[src/rtl/neuron_layer_sched_if.sv]
// Signal bundle between the layer sequencer and its neighbours: layer input producer,
// weight memory, the shared neuron_run datapath and the next layer.
interface neuron_layer_sched_if #(
   parameter int unsigned N  = 16,
   parameter int unsigned M  = 8,
   parameter int unsigned W  = 8,
   parameter int unsigned AW = (M > 1) ? $clog2(M) : 1,
   parameter int unsigned SW = $clog2(M + 1)
);
   logic                  start;
   logic [N-1:0][W-1:0]   in_vec;
   logic                  busy;
   logic                  wt_rd;
   logic [AW-1:0]         wt_addr;
   logic [N-1:0][W-1:0]   wt_row;
   logic [W-1:0]          wt_max;
   logic [W-1:0]          wt_min;
   logic [N-1:0][W-1:0]   nr_in;
   logic [N-1:0][W-1:0]   nr_weights;
   logic [W-1:0]          nr_act_max;
   logic [W-1:0]          nr_act_min;
   logic [W-1:0]          nr_out;
   logic                  nr_sum_too_big;
   logic [M-1:0][W-1:0]   out_vec;
   logic                  out_valid;
   logic                  out_ready;
   logic [SW-1:0]         sat_count;

   // Environment side: producer, weight memory, datapath and consumer.
   modport master (
      output start, in_vec, wt_row, wt_max, wt_min, nr_out, nr_sum_too_big, out_ready,
      input  busy, wt_rd, wt_addr, nr_in, nr_weights, nr_act_max, nr_act_min,
             out_vec, out_valid, sat_count
   );

   modport slave (
      input  start, in_vec, wt_row, wt_max, wt_min, nr_out, nr_sum_too_big, out_ready,
      output busy, wt_rd, wt_addr, nr_in, nr_weights, nr_act_max, nr_act_min,
             out_vec, out_valid, sat_count
   );
endinterface

[src/rtl/neuron_layer_sched.sv]
// Time-multiplexes one neuron_run datapath over the M neurons of a layer: fetch each
// weight row, present it to the datapath, capture the result, then hand off the layer.
module neuron_layer_sched #(
   parameter int unsigned N  = 16,
   parameter int unsigned M  = 8,
   parameter int unsigned W  = 8,
   parameter int unsigned AW = (M > 1) ? $clog2(M) : 1,
   parameter int unsigned SW = $clog2(M + 1)
) (
   input logic                  clk,
   input logic                  rst_n,
   neuron_layer_sched_if.slave  bus
);

   localparam logic [W-1:0]  Z2oMax = '1;
   localparam logic [AW-1:0] LastJ  = AW'(M - 1);

   typedef enum logic [2:0] {StIdle, StFetch, StLoad, StCapt, StDone} state_e;

   state_e              state_q;
   logic [AW-1:0]       j_q;
   logic                busy_q;
   logic                wt_rd_q;
   logic                out_valid_q;
   logic [SW-1:0]       sat_q;
   logic [N-1:0][W-1:0] in_q;
   logic [N-1:0][W-1:0] wts_q;
   logic [W-1:0]        max_q;
   logic [W-1:0]        min_q;
   logic [M-1:0][W-1:0] out_vec_q;

   always_ff @(posedge clk or negedge rst_n) begin
      if (!rst_n) begin
         state_q     <= StIdle;
         j_q         <= '0;
         busy_q      <= 1'b0;
         wt_rd_q     <= 1'b0;
         out_valid_q <= 1'b0;
         sat_q       <= '0;
         in_q        <= '0;
         wts_q       <= '0;
         max_q       <= '0;
         min_q       <= '0;
         out_vec_q   <= '0;
      end else begin
         unique case (state_q)
            StIdle: begin
               if (bus.start) begin
                  in_q    <= bus.in_vec;
                  j_q     <= '0;
                  sat_q   <= '0;
                  busy_q  <= 1'b1;
                  wt_rd_q <= 1'b1;
                  state_q <= StFetch;
               end
            end
            StFetch: begin
               wt_rd_q <= 1'b0;
               state_q <= StLoad;
            end
            StLoad: begin
               wts_q   <= bus.wt_row;
               max_q   <= bus.wt_max;
               min_q   <= bus.wt_min;
               state_q <= StCapt;
            end
            StCapt: begin
               out_vec_q[j_q] <= bus.nr_out;
               // The datapath can leave its flag high on the low-clamp path, so only
               // a pinned-high output counts as saturation.
               if (bus.nr_sum_too_big && (bus.nr_out == Z2oMax)) begin
                  sat_q <= sat_q + SW'(1);
               end
               if (j_q == LastJ) begin
                  out_valid_q <= 1'b1;
                  state_q     <= StDone;
               end else begin
                  j_q     <= j_q + AW'(1);
                  wt_rd_q <= 1'b1;
                  state_q <= StFetch;
               end
            end
            StDone: begin
               if (bus.out_ready) begin
                  out_valid_q <= 1'b0;
                  busy_q      <= 1'b0;
                  state_q     <= StIdle;
               end
            end
            default: state_q <= StIdle;
         endcase
      end
   end

   assign bus.busy       = busy_q;
   assign bus.wt_rd      = wt_rd_q;
   assign bus.wt_addr    = j_q;
   assign bus.nr_in      = in_q;
   assign bus.nr_weights = wts_q;
   assign bus.nr_act_max = max_q;
   assign bus.nr_act_min = min_q;
   assign bus.out_vec    = out_vec_q;
   assign bus.out_valid  = out_valid_q;
   assign bus.sat_count  = sat_q;

endmodule

[src/flat_wrapper.sv]
// flat-port wrapper written by rule: the top's interface ports become plain ports
module neuron_layer_sched_flat 
#(
   parameter int unsigned N  = 16,
   parameter int unsigned M  = 8,
   parameter int unsigned W  = 8,
   parameter int unsigned AW = (M > 1) ? $clog2(M) : 1,
   parameter int unsigned SW = $clog2(M + 1)
)
  (clk, rst_n, bus_start, bus_in_vec, bus_wt_row, bus_wt_max, bus_wt_min, bus_nr_out, bus_nr_sum_too_big, bus_out_ready, bus_busy, bus_wt_rd, bus_wt_addr, bus_nr_in, bus_nr_weights, bus_nr_act_max, bus_nr_act_min, bus_out_vec, bus_out_valid, bus_sat_count);
  neuron_layer_sched_if #(.N(N), .M(M), .W(W), .AW(AW), .SW(SW)) bus_i ();
  input logic clk;
  input logic rst_n;
  input wire logic [$bits(bus_i.start)-1:0] bus_start;
  input wire logic [$bits(bus_i.in_vec)-1:0] bus_in_vec;
  input wire logic [$bits(bus_i.wt_row)-1:0] bus_wt_row;
  input wire logic [$bits(bus_i.wt_max)-1:0] bus_wt_max;
  input wire logic [$bits(bus_i.wt_min)-1:0] bus_wt_min;
  input wire logic [$bits(bus_i.nr_out)-1:0] bus_nr_out;
  input wire logic [$bits(bus_i.nr_sum_too_big)-1:0] bus_nr_sum_too_big;
  input wire logic [$bits(bus_i.out_ready)-1:0] bus_out_ready;
  output wire logic [$bits(bus_i.busy)-1:0] bus_busy;
  output wire logic [$bits(bus_i.wt_rd)-1:0] bus_wt_rd;
  output wire logic [$bits(bus_i.wt_addr)-1:0] bus_wt_addr;
  output wire logic [$bits(bus_i.nr_in)-1:0] bus_nr_in;
  output wire logic [$bits(bus_i.nr_weights)-1:0] bus_nr_weights;
  output wire logic [$bits(bus_i.nr_act_max)-1:0] bus_nr_act_max;
  output wire logic [$bits(bus_i.nr_act_min)-1:0] bus_nr_act_min;
  output wire logic [$bits(bus_i.out_vec)-1:0] bus_out_vec;
  output wire logic [$bits(bus_i.out_valid)-1:0] bus_out_valid;
  output wire logic [$bits(bus_i.sat_count)-1:0] bus_sat_count;
  assign bus_i.start = bus_start;
  assign bus_i.in_vec = bus_in_vec;
  assign bus_i.wt_row = bus_wt_row;
  assign bus_i.wt_max = bus_wt_max;
  assign bus_i.wt_min = bus_wt_min;
  assign bus_i.nr_out = bus_nr_out;
  assign bus_i.nr_sum_too_big = bus_nr_sum_too_big;
  assign bus_i.out_ready = bus_out_ready;
  assign bus_busy = bus_i.busy;
  assign bus_wt_rd = bus_i.wt_rd;
  assign bus_wt_addr = bus_i.wt_addr;
  assign bus_nr_in = bus_i.nr_in;
  assign bus_nr_weights = bus_i.nr_weights;
  assign bus_nr_act_max = bus_i.nr_act_max;
  assign bus_nr_act_min = bus_i.nr_act_min;
  assign bus_out_vec = bus_i.out_vec;
  assign bus_out_valid = bus_i.out_valid;
  assign bus_sat_count = bus_i.sat_count;
  neuron_layer_sched #(.N(N), .M(M), .W(W), .AW(AW), .SW(SW)) u_core (.clk(clk), .rst_n(rst_n), .bus(bus_i));
endmodule
[config.mk]
export PLATFORM = sky130hd
export DESIGN_NAME = neuron_layer_sched_flat
export DESIGN_NICKNAME = d
export VERILOG_FILES = /design/src/rtl/neuron_layer_sched_if.sv /design/src/rtl/neuron_layer_sched.sv /design/src/flat_wrapper.sv
export SDC_FILE = /design/constraint.sdc
export NUM_CORES = 1
export LEC_CHECK = 0
export CELL_PAD_IN_SITES_DETAIL_PLACEMENT = 0
export CELL_PAD_IN_SITES_GLOBAL_PLACEMENT = 1
export CORE_AREA = 2 2 242 244
export CTS_CLUSTER_DIAMETER = 40
export DETAILED_ROUTE_END_ITERATION = 6
export DIE_AREA = 0 0 244 246
export PLACE_DENSITY_LB_ADDON = 0.1
export SLEW_MARGIN = 20
export SYNTH_ARGS = -nofsm -noshare
export SYNTH_HDL_FRONTEND = slang
export SYNTH_SLANG_ARGS = --single-unit
[constraint.sdc]
create_clock -name clk -period 2.3 [get_ports clk]
set_clock_uncertainty 0.2 [all_clocks]
set_input_delay 0.69 -clock clk [delete_from_list [all_inputs] [get_ports clk]]
set_output_delay 0.69 -clock clk [all_outputs]
set_load 0.03 [all_outputs]
Word level (Yosys, flattened, before mapping). Index checks and enable logic that the tools add are counted.

Add/sub/neg operators: 2. Magnitude comparators: 2. Eq/ne operators: 11. Multiplexer cells: 20. Reduce and logical (&&, ||, !) cells: 14.

Operators with widths (number): $bwmux W64 (1); $demux W8 S3 (1); $mux W3 (5); $pmux W3 S5 (1); $reduce_and A3 Y1 (5); $eq A8 B8 Y1 const B (1); $mux W4 (2); $mux W8 (1); $pmux W4 S2 (1); $eq A3 B2 Y1 const B (2); $eq A3 B3 Y1 const B (2); $ne A2 B2 Y1 const B (3); $pmux W3 S2 (1); $reduce_bool A2 Y1 (3); $add A4 B1 Y4 const B (1); $lt A3 B4 Y1 const B (1); $mux W1 (4); $ne A2 B1 Y1 const B (2); $pmux W1 S2 (2); $reduce_and A2 Y1 (2); $add A3 B1 Y3 const B (1); $eq A3 B1 Y1 const B (1); $ge A3 B1 Y1 const B (1); $logic_not A3 Y1 (1); other kinds (3) (4).

Register bits after elaboration: 349.

Longest topological paths before layout. Gate-level depths: netlist (run 1).

Depth in word-level cells: 5. Mapped depth: 7.

Least setup slack after synthesis (run 1). OpenSTA, ideal clock, no wires.

Path kind: input to register. Start: in bus_nr_out[6]. End: reg u_core.sat_q[3], in the netlist u_core.bus.sat_count[3]. Arrival time: 1869 ps. Required time: 2031 ps. Setup slack: 162 ps. Stages: 5. Path buffers: 1. Cell sequence: nand4_1 -> or4_1 -> buf_2 -> a2111o_1 -> nand3_1.

Cells in the longest elaborated chain, start to end: 4.

RTL lines: start, declared (line flat_wrapper.sv:19) `input wire logic [$bits(bus_i.nr_out)-1:0] bus_nr_out;`; $eq A8 B8 Y1 (line neuron_layer_sched.sv:71) `if (bus.nr_sum_too_big && (bus.nr_out == Z2oMax)) begin`; $logic_and A1 B1 Y1 (line neuron_layer_sched.sv:71); $ne A2 B1 Y1 (no line); $reduce_and A3 Y1 (no line); end signal, assigned (line neuron_layer_sched.sv:72) `sat_q <= sat_q + SW'(1);`; end, declared (line neuron_layer_sched.sv:25) `logic [SW-1:0] sat_q;`.

Every way passes these cells. A chain may end at the register's enable or synchronous reset.

Worst setup path after layout (run 1).
Start: reg u_core.out_vec_q (netlist bit u_core.bus.out_vec[0]). End: out bus_out_vec[0].

RTL lines: start, declared (line neuron_layer_sched.sv:30) `logic [M-1:0][W-1:0] out_vec_q;`; start signal, assigned by index (line neuron_layer_sched.sv:68) `out_vec_q[j_q] <= bus.nr_out;`; end, declared (line flat_wrapper.sv:29) `output wire logic [$bits(bus_i.out_vec)-1:0] bus_out_vec;`.

No word-level cell between the ends.

==> key figures, run 1 <==
Outcome
  • Status: completed

Critical path
  • Stages on worst setup path: 1
  • CP startpoint: u_core.bus.out_vec[0]
  • CP required: between 1 and 1.5 ns
  • Setup crit end kind: primary output
  • CP delay by family, top: buffers and inverters
  • Critical path type: reg -> out
  • CP Buf/Inv Count: 1
  • Arrival time worst endpoint: 1.36 ns
  • Worst Setup Start Kind: register
  • RR Startpoint: u_core.state_q[1]
  • Worst Path Max Fanout: 2
  • R2R depth: 5
  • CP cell instances: dlygate4sd2_1
  • Worst path max stage delay: between 0.4 and 0.5 ns
  • Slowest-stage cell, CP: dlygate4sd2_1

Global route
  • GR Util All Layers: 0.167
  • GRT busiest layer: met2
  • Met1 GRT Util: 0.180
  • Largest net degree at the start of global routing: 62
  • Number of global-route vias before repair: 11100
  • Met3 Use GR: 0.0929
  • Initial antenna violation count: 5
  • Remaining Overflow, GRT: 0
  • First-pass GRT wire length: about 74000 um
  • Met2 Track Usage GR: 0.283

Clock network
  • Worst-path clk slew: ~0.05 ns
  • Total CTS buffers: 76
  • Clock latency on the worst-skew pair: 0.60 ns
  • Max clock buf depth: 3
  • CTS Root Cell: clkbuf_16
  • CTS sink cnt: roughly 350
  • H-tree Lvls: 3
  • CTS tree: built

Floorplan
  • Core Region: 57400 um^2
  • Initial Utilization: 0.229
  • # rows: 88
  • Die area: 60000 um^2
  • DIE WIDTH: between 200 and 250 um
  • Top-level port count: approximately 630
  • Die height: about 250 um

Synthesis
  • Top cells by area, synth: dfrtp_1 (66%), mux2_2 (18%), nand2_1 (11%), clkbuf_1 (0.80%), buf_2 (0.68%)
  • Number of distinct library cells after synthesis: 31
  • Post-synth EDFFs: 0
  • Combinational family with the most area after synthesis: multiplexers
  • Post-synthesis sequential area ratio: 0.664
  • Syn Area/Cell: 12.4 um^2
  • Ys async rst share: 1.00
  • Area share of xor/xnor cells in the synthesized design: 0.000666
  • Main synth FF type: dfrtp_1
  • Simple-gate share of the synthesized area: 0.130
  • Share of the synthesized area in the top cell type: 0.664
  • Post-synth top cells: nand2_1 (398), dfrtp_1 (349), mux2_2 (208)
  • #FFs+latches synth: 349
  • Multiplexer share of the synthesized area: 0.179
  • Adder-cell share of the synthesized area: 0.00285
  • Synthesized cell area: 13200 um^2
  • Post-synthesis compound-gate area fraction: 0.00732
  • Count leader, synth: nand2_1
  • Yosys Warn Count: 0
  • Post-Syn Nets: 1347
  • Post-synthesis instance total: 1059
  • Leading area contributor after synthesis: dfrtp_1

Place
  • Buffers added on ports: 630
  • Final HPWL DP: 38300 um
  • DP Area: 20800 um^2
  • Final RePlAce weighted congestion: about 0.76

Min path
  • Hold Path Class: reg -> reg
  • Hold Path Origin: u_core.bus.nr_in[112]
  • Min-Delay Path Depth: 2

Timing
  • Worst rel slew slack: 0.689
  • Tightest Pin Transition: 0.464 ns
  • Clock period minus worst slack: 2.25 ns
  • Peak Freq: 445 MHz
  • Final setup violation count: 0
  • Unrepaired setup endpoints after global routing: false
  • Setup TNS: 0 ns
  • WHS: 0.262 ns
  • Slew Viols, Final: 0
  • Part of the cycle the worst path needs: 0.977
  • Final hold vios: 0

Cells and area
  • Synth-to-Final Area Change: 75.9%
  • Post-route cell area: 23100 um^2
  • Nets: 2060
  • Layout cells sized above 1: 0.277

Pwr
  • Peak supply drop: 0.718 mV
  • Sequential power share: 0.274
  • Clk pwr share: 0.285
  • Sw Share: 0.404
  • Power Dens Cells: 1660 nW/um^2
  • Comb pwr share: 0.440
  • Leak: 0.0108 uW
  • Internal: 22900 uW
  • Sw Pwr: 15500 uW

Routing
  • First DRT Iteration DRCs: 304
  • Post-DR vias/cell: 4.03
  • WL final: around 51000 um
  • Routed wire length per instance: just under 20 um
  • Final ANT Viol Nets: 0
  • 1st-pass router iterations: 4
  • Number of remaining DRC errors: 0
  • DR vias: 10500

Flow run
  • Max_cap viols: 0
-- per-layer routing --
layer / part of all wire / vias to the layer above
met5: 0.0024 / -
met4: 0.020 / 4
met3: 0.12 / 67
met2: 0.49 / 421
met1: 0.37 / 5055
li1: - / 4920
-- through the flow --
step           instances  total power [uW]  worst slack, ns   util
2_1_floorplan       1059             20700            0.162      -
3_3_place_gp        2457             29500           -0.542  0.363
3_5_place_dp        2457             29600           -0.512  0.363
4_1_cts             2592             39200         0.000389  0.405
5_1_grt             2595             40600        0.0000706  0.403
6_report            2596             38400           0.0537  0.403
-- power groups by stage --
| stage | sequential, uW | combinational [uW] | clock [uW] |
|---|---|---|---|
| after global routing | 11000 | 18000 | 11600 |
| after global placement | 10600 | 18900 | 0 |
| after detailed placement | 10700 | 18900 | 0 |
| after CTS | 10600 | 17300 | 11300 |
| after floorplan | 16400 | 4310 | 0 |
| final | 10500 | 16900 | 11000 |
-- sequential cells by signal, indices dropped and copies added (netlist names) --
register / flops
u_core.state_q: 3
u_core.bus.wt_addr: 3
u_core.bus.nr_in: 128
u_core.bus.wt_rd: 1
u_core.bus.nr_weights: 128
u_core.bus.nr_act_min: 8
u_core.bus.out_valid: 1
u_core.bus.busy: 1
u_core.bus.nr_act_max: 8
u_core.bus.out_vec: 64
u_core.bus.sat_count: 4
-- kinds of logic after synthesis --
kind of cell,after synthesis
AND/OR/NAND/NOR,432
flip-flops,349
multiplexers,209
buffers and inverters,50
AO/OA/AOI/OAI,15
adder cells (fa/ha/maj),3
XOR/XNOR,1
-- cells in the final DEF (no fill, tap or decap), types with 2 or more instances in the layout --
| cell | n |
|---|---|
| clkdlybuf4s15_2 | 57 |
| nand2_1 | 397 |
| nor2_2 | 4 |
| nand3b_1 | 2 |
| nand4_1 | 2 |
| clkbuf_2 | 39 |
| diode_2 | 4 |
| clkdlybuf4s15_1 | 115 |
| clkinv_2 | 15 |
| clkbuf_8 | 7 |
| mux2_2 | 208 |
| inv_6 | 3 |
| clkdlybuf4s50_1 | 283 |
| dlygate4sd2_1 | 124 |
| buf_4 | 49 |
| nand3_1 | 8 |
| clkbuf_1 | 9 |
| a21oi_1 | 3 |
| clkinvlp_4 | 7 |
| nor2_1 | 5 |
| o21ai_0 | 6 |
| clkinv_8 | 3 |
| ha_1 | 3 |
| dfrtp_1 | 348 |
| nor2b_1 | 2 |
| buf_12 | 16 |
| nand2b_1 | 3 |
| bufinv_16 | 9 |
| clkbuf_16 | 77 |
| nor3b_1 | 2 |
-- final cells by class --
type	count	area, um^2
diodes	4	10.0
clock buffers	93	2060
clock inverters	40	532
fillers	5615	34200
multi-input cells	660	4230
flip-flops and latches	349	8730
well taps	765	957
repair buffers	685	6620
-- path summary, 6_finish.rpt --
kind                            slack, ns                   endpoint
max in group asynchronous            0.82  u_core.bus.nr_weights[11]
worst min-delay path                 0.26      u_core.bus.nr_in[112]
worst min register to register       0.26      u_core.bus.nr_in[112]
worst max register to register       0.18     u_core.bus.out_vec[28]
min in group asynchronous            0.35       u_core.bus.nr_in[92]
worst max-delay path                 0.05             bus_out_vec[0]
-- repair_timing --
action	in CTS	in global routing
setup buffers	1	0
setup endpoints to repair	336	112
resized for setup	525	118
pin swaps	0	0
hold buffers	1	0
endpoints found under the hold margin	16	0
Note: power is estimated with default switching activity, not from simulation.
==> run 2, diff against run 1 <==
--- a/config.mk
+++ b/config.mk
@@ -13,3 +13,3 @@
 export DIE_AREA = 0 0 244 246
-export PLACE_DENSITY_LB_ADDON = 0.1
+export PLACE_DENSITY = 0.63
 export SLEW_MARGIN = 20
--- a/constraint.sdc
+++ b/constraint.sdc
@@ -4,2 +4,2 @@
 set_output_delay 0.69 -clock clk [all_outputs]
-set_load 0.03 [all_outputs]
+set_load 0.01 [all_outputs]
==> key figures, run 2 (synthesis gave the netlist of run 1 again) <==
Clock network
  • Max clock buf depth: 3
  • Worst-path clk slew: 0.05 ns
  • CTS sink cnt: around 350
  • CTS tree: built
  • # Post-CTS Setup Buffers: 0
  • H-tree Lvls: 3
  • CTS Root Cell: clkbuf_16
  • Total CTS buffers: 71
  • Clock latency on the worst-skew pair: ~0.57 ns

Global route
  • GR Util All Layers: 0.160
  • Initial antenna violation count: 13
  • First-pass GRT wire length: approximately 72000 um
  • Largest net degree at the start of global routing: 60
  • Remaining Overflow, GRT: 0
  • Number of global-route vias before repair: ~11000

Critical path
  • CP delay by family, top: buffers and inverters
  • RR Endpoint: u_core.bus.out_vec[19]
  • R2R depth: 4
  • CP Buf/Inv Count: 1
  • CP cell instances: dlygate4sd2_1
  • Setup crit end kind: primary output
  • Stages on worst setup path: 1
  • CP startpoint: u_core.bus.wt_addr[0]
  • RR Startpoint: u_core.state_q[0]
  • Worst path max stage delay: ~0.4 ns
  • Slowest-stage cell, CP: dlygate4sd2_1
  • Worst Path Max Fanout: 2
  • CP required: between 1 and 1.5 ns
  • Worst R2R Setup Slack: between 0.2 and 0.25 ns
  • Worst Setup EP: bus_wt_addr[0]
  • Arrival time worst endpoint: 1.32 ns
  • Critical path type: reg -> out
  • Worst Setup Start Kind: register

Pwr
  • Total Power: roughly 33000 uW
  • Peak supply drop: 0.612 mV
  • Leak: ~0.011 uW
  • Power Dens Cells: 1450 nW/um^2

Cells and area
  • Layout cells sized above 1: 0.221
  • Most common cell after layout, fill and taps aside: nand2_1
  • Fill count: 5644
  • Synth-to-Final Area Change: 75.2%
  • Final core occ: 0.402
  • Most frequent cells in the layout: nand2_1 (397), dfrtp_1 (347), dlygate4sd2_1 (338), clkdlybuf4s50_1 (283), mux2_2 (208)
  • Nets: a little over 2000

Timing
  • Peak Freq: 452 MHz
  • Tightest Pin Transition: just over 0.5 ns
  • Part of the cycle the worst path needs: 0.962
  • Final setup violation count: 0
  • Unrepaired setup endpoints after global routing: false
  • Setup TNS: 0 ns
  • Final hold vios: 0
  • Clock period minus worst slack: roughly 2.2 ns
  • WHS: 0.262 ns
  • Worst rel slew slack: 0.659
  • Slew Viols, Final: 0

Floorplan
  • Die height: 246 um
  • DIE WIDTH: 244 um
  • Die area: 60000 um^2
  • Core Region: 57400 um^2
  • Top-level port count: ~630
  • Initial Utilization: 0.229
  • # rows: 88

Routing
  • First DRT Iteration DRCs: 300
  • Final ANT Viol Nets: 0
  • DR vias: about 11000
  • Post-DR vias/cell: between 4 and 5
  • Routed wire length per instance: approximately 19 um
  • WL final: 48000 um
  • Number of remaining DRC errors: 0
  • 1st-pass router iterations: 4

Place
  • Final RePlAce weighted congestion: about 0.8
  • Final HPWL DP: 36700 um
  • Buffers added on ports: between 600 and 700

Min path
  • Hold Path Origin: u_core.bus.nr_in[65]
  • Hold Path Class: reg -> reg

Outcome
  • Status: completed

Flow run
  • Max_cap viols: 0
run 2: cell count changes in the layout (fill, tap and decap cells not counted), sizes merged:
cell / change
bufinv: +3
clkdlybuf4s15: -164
buf: -17
inv: +6
clkinv: +1
clkbuf: -51
dlygate4sd2: +214
run 2: worst min path at each step:
stage,to,slack (ns),cells after the start
final,u_core.bus.nr_in[65],0.26,2
after global routing,u_core.bus.nr_in[88],0.29,2
after CTS,u_core.bus.nr_in[38],0.27,2
after detailed placement,u_core.bus.nr_in[38],0.26,2
after global placement,u_core.bus.nr_in[36],0.26,2
after floorplan,u_core.bus.busy,0.19,0
run 2: power breakdown:
group | internal [uW] | leakage, uW | switching, uW
sequential | 9110 | 0.00424 | 1420
clock | 7330 | 0.00124 | 3620
combinational | 6130 | 0.00555 | 5810
run 2: layout make-up:
type,instances,area [um^2],share of cell area
Clock buffer,81,1890,0.0819
Sequential cell,349,8740,0.379
Antenna cell,4,10.0,0.000434
Timing Repair Buffer,679,6550,0.284
Clock inverter,50,677,0.0294
Tap cell,765,957,0.0415
Multi-Input combinational cell,660,4230,0.183
run 2: stage by stage:
step	setup WS, ns	instances	cell area, um^2
after detailed placement	-0.464	2452	20900
after global routing	0.0122	2586	23000
final	0.0876	2588	23000
after global placement	-0.467	2452	20900
after floorplan	0.162	1059	13200
after CTS	0.00536	2584	23000
run 2: metal layers:
layer  up-vias  wire [um]  track usage
met4         4       1160       0.0601
met5         -         27            0
li1       4921          -            -
met2       439      24300        0.278
met3        92       4180       0.0595
met1      5090      18400        0.177
run 2: what timing repair did:
| action | in CTS | in global routing |
|---|---|---|
| endpoints found under the hold margin | 28 | 0 |
| setup endpoints to repair | 346 | 1 |
| hold buffers | 1 | 0 |
| pin swaps | 0 | 0 |
| gates resized for setup | 361 | 1 |
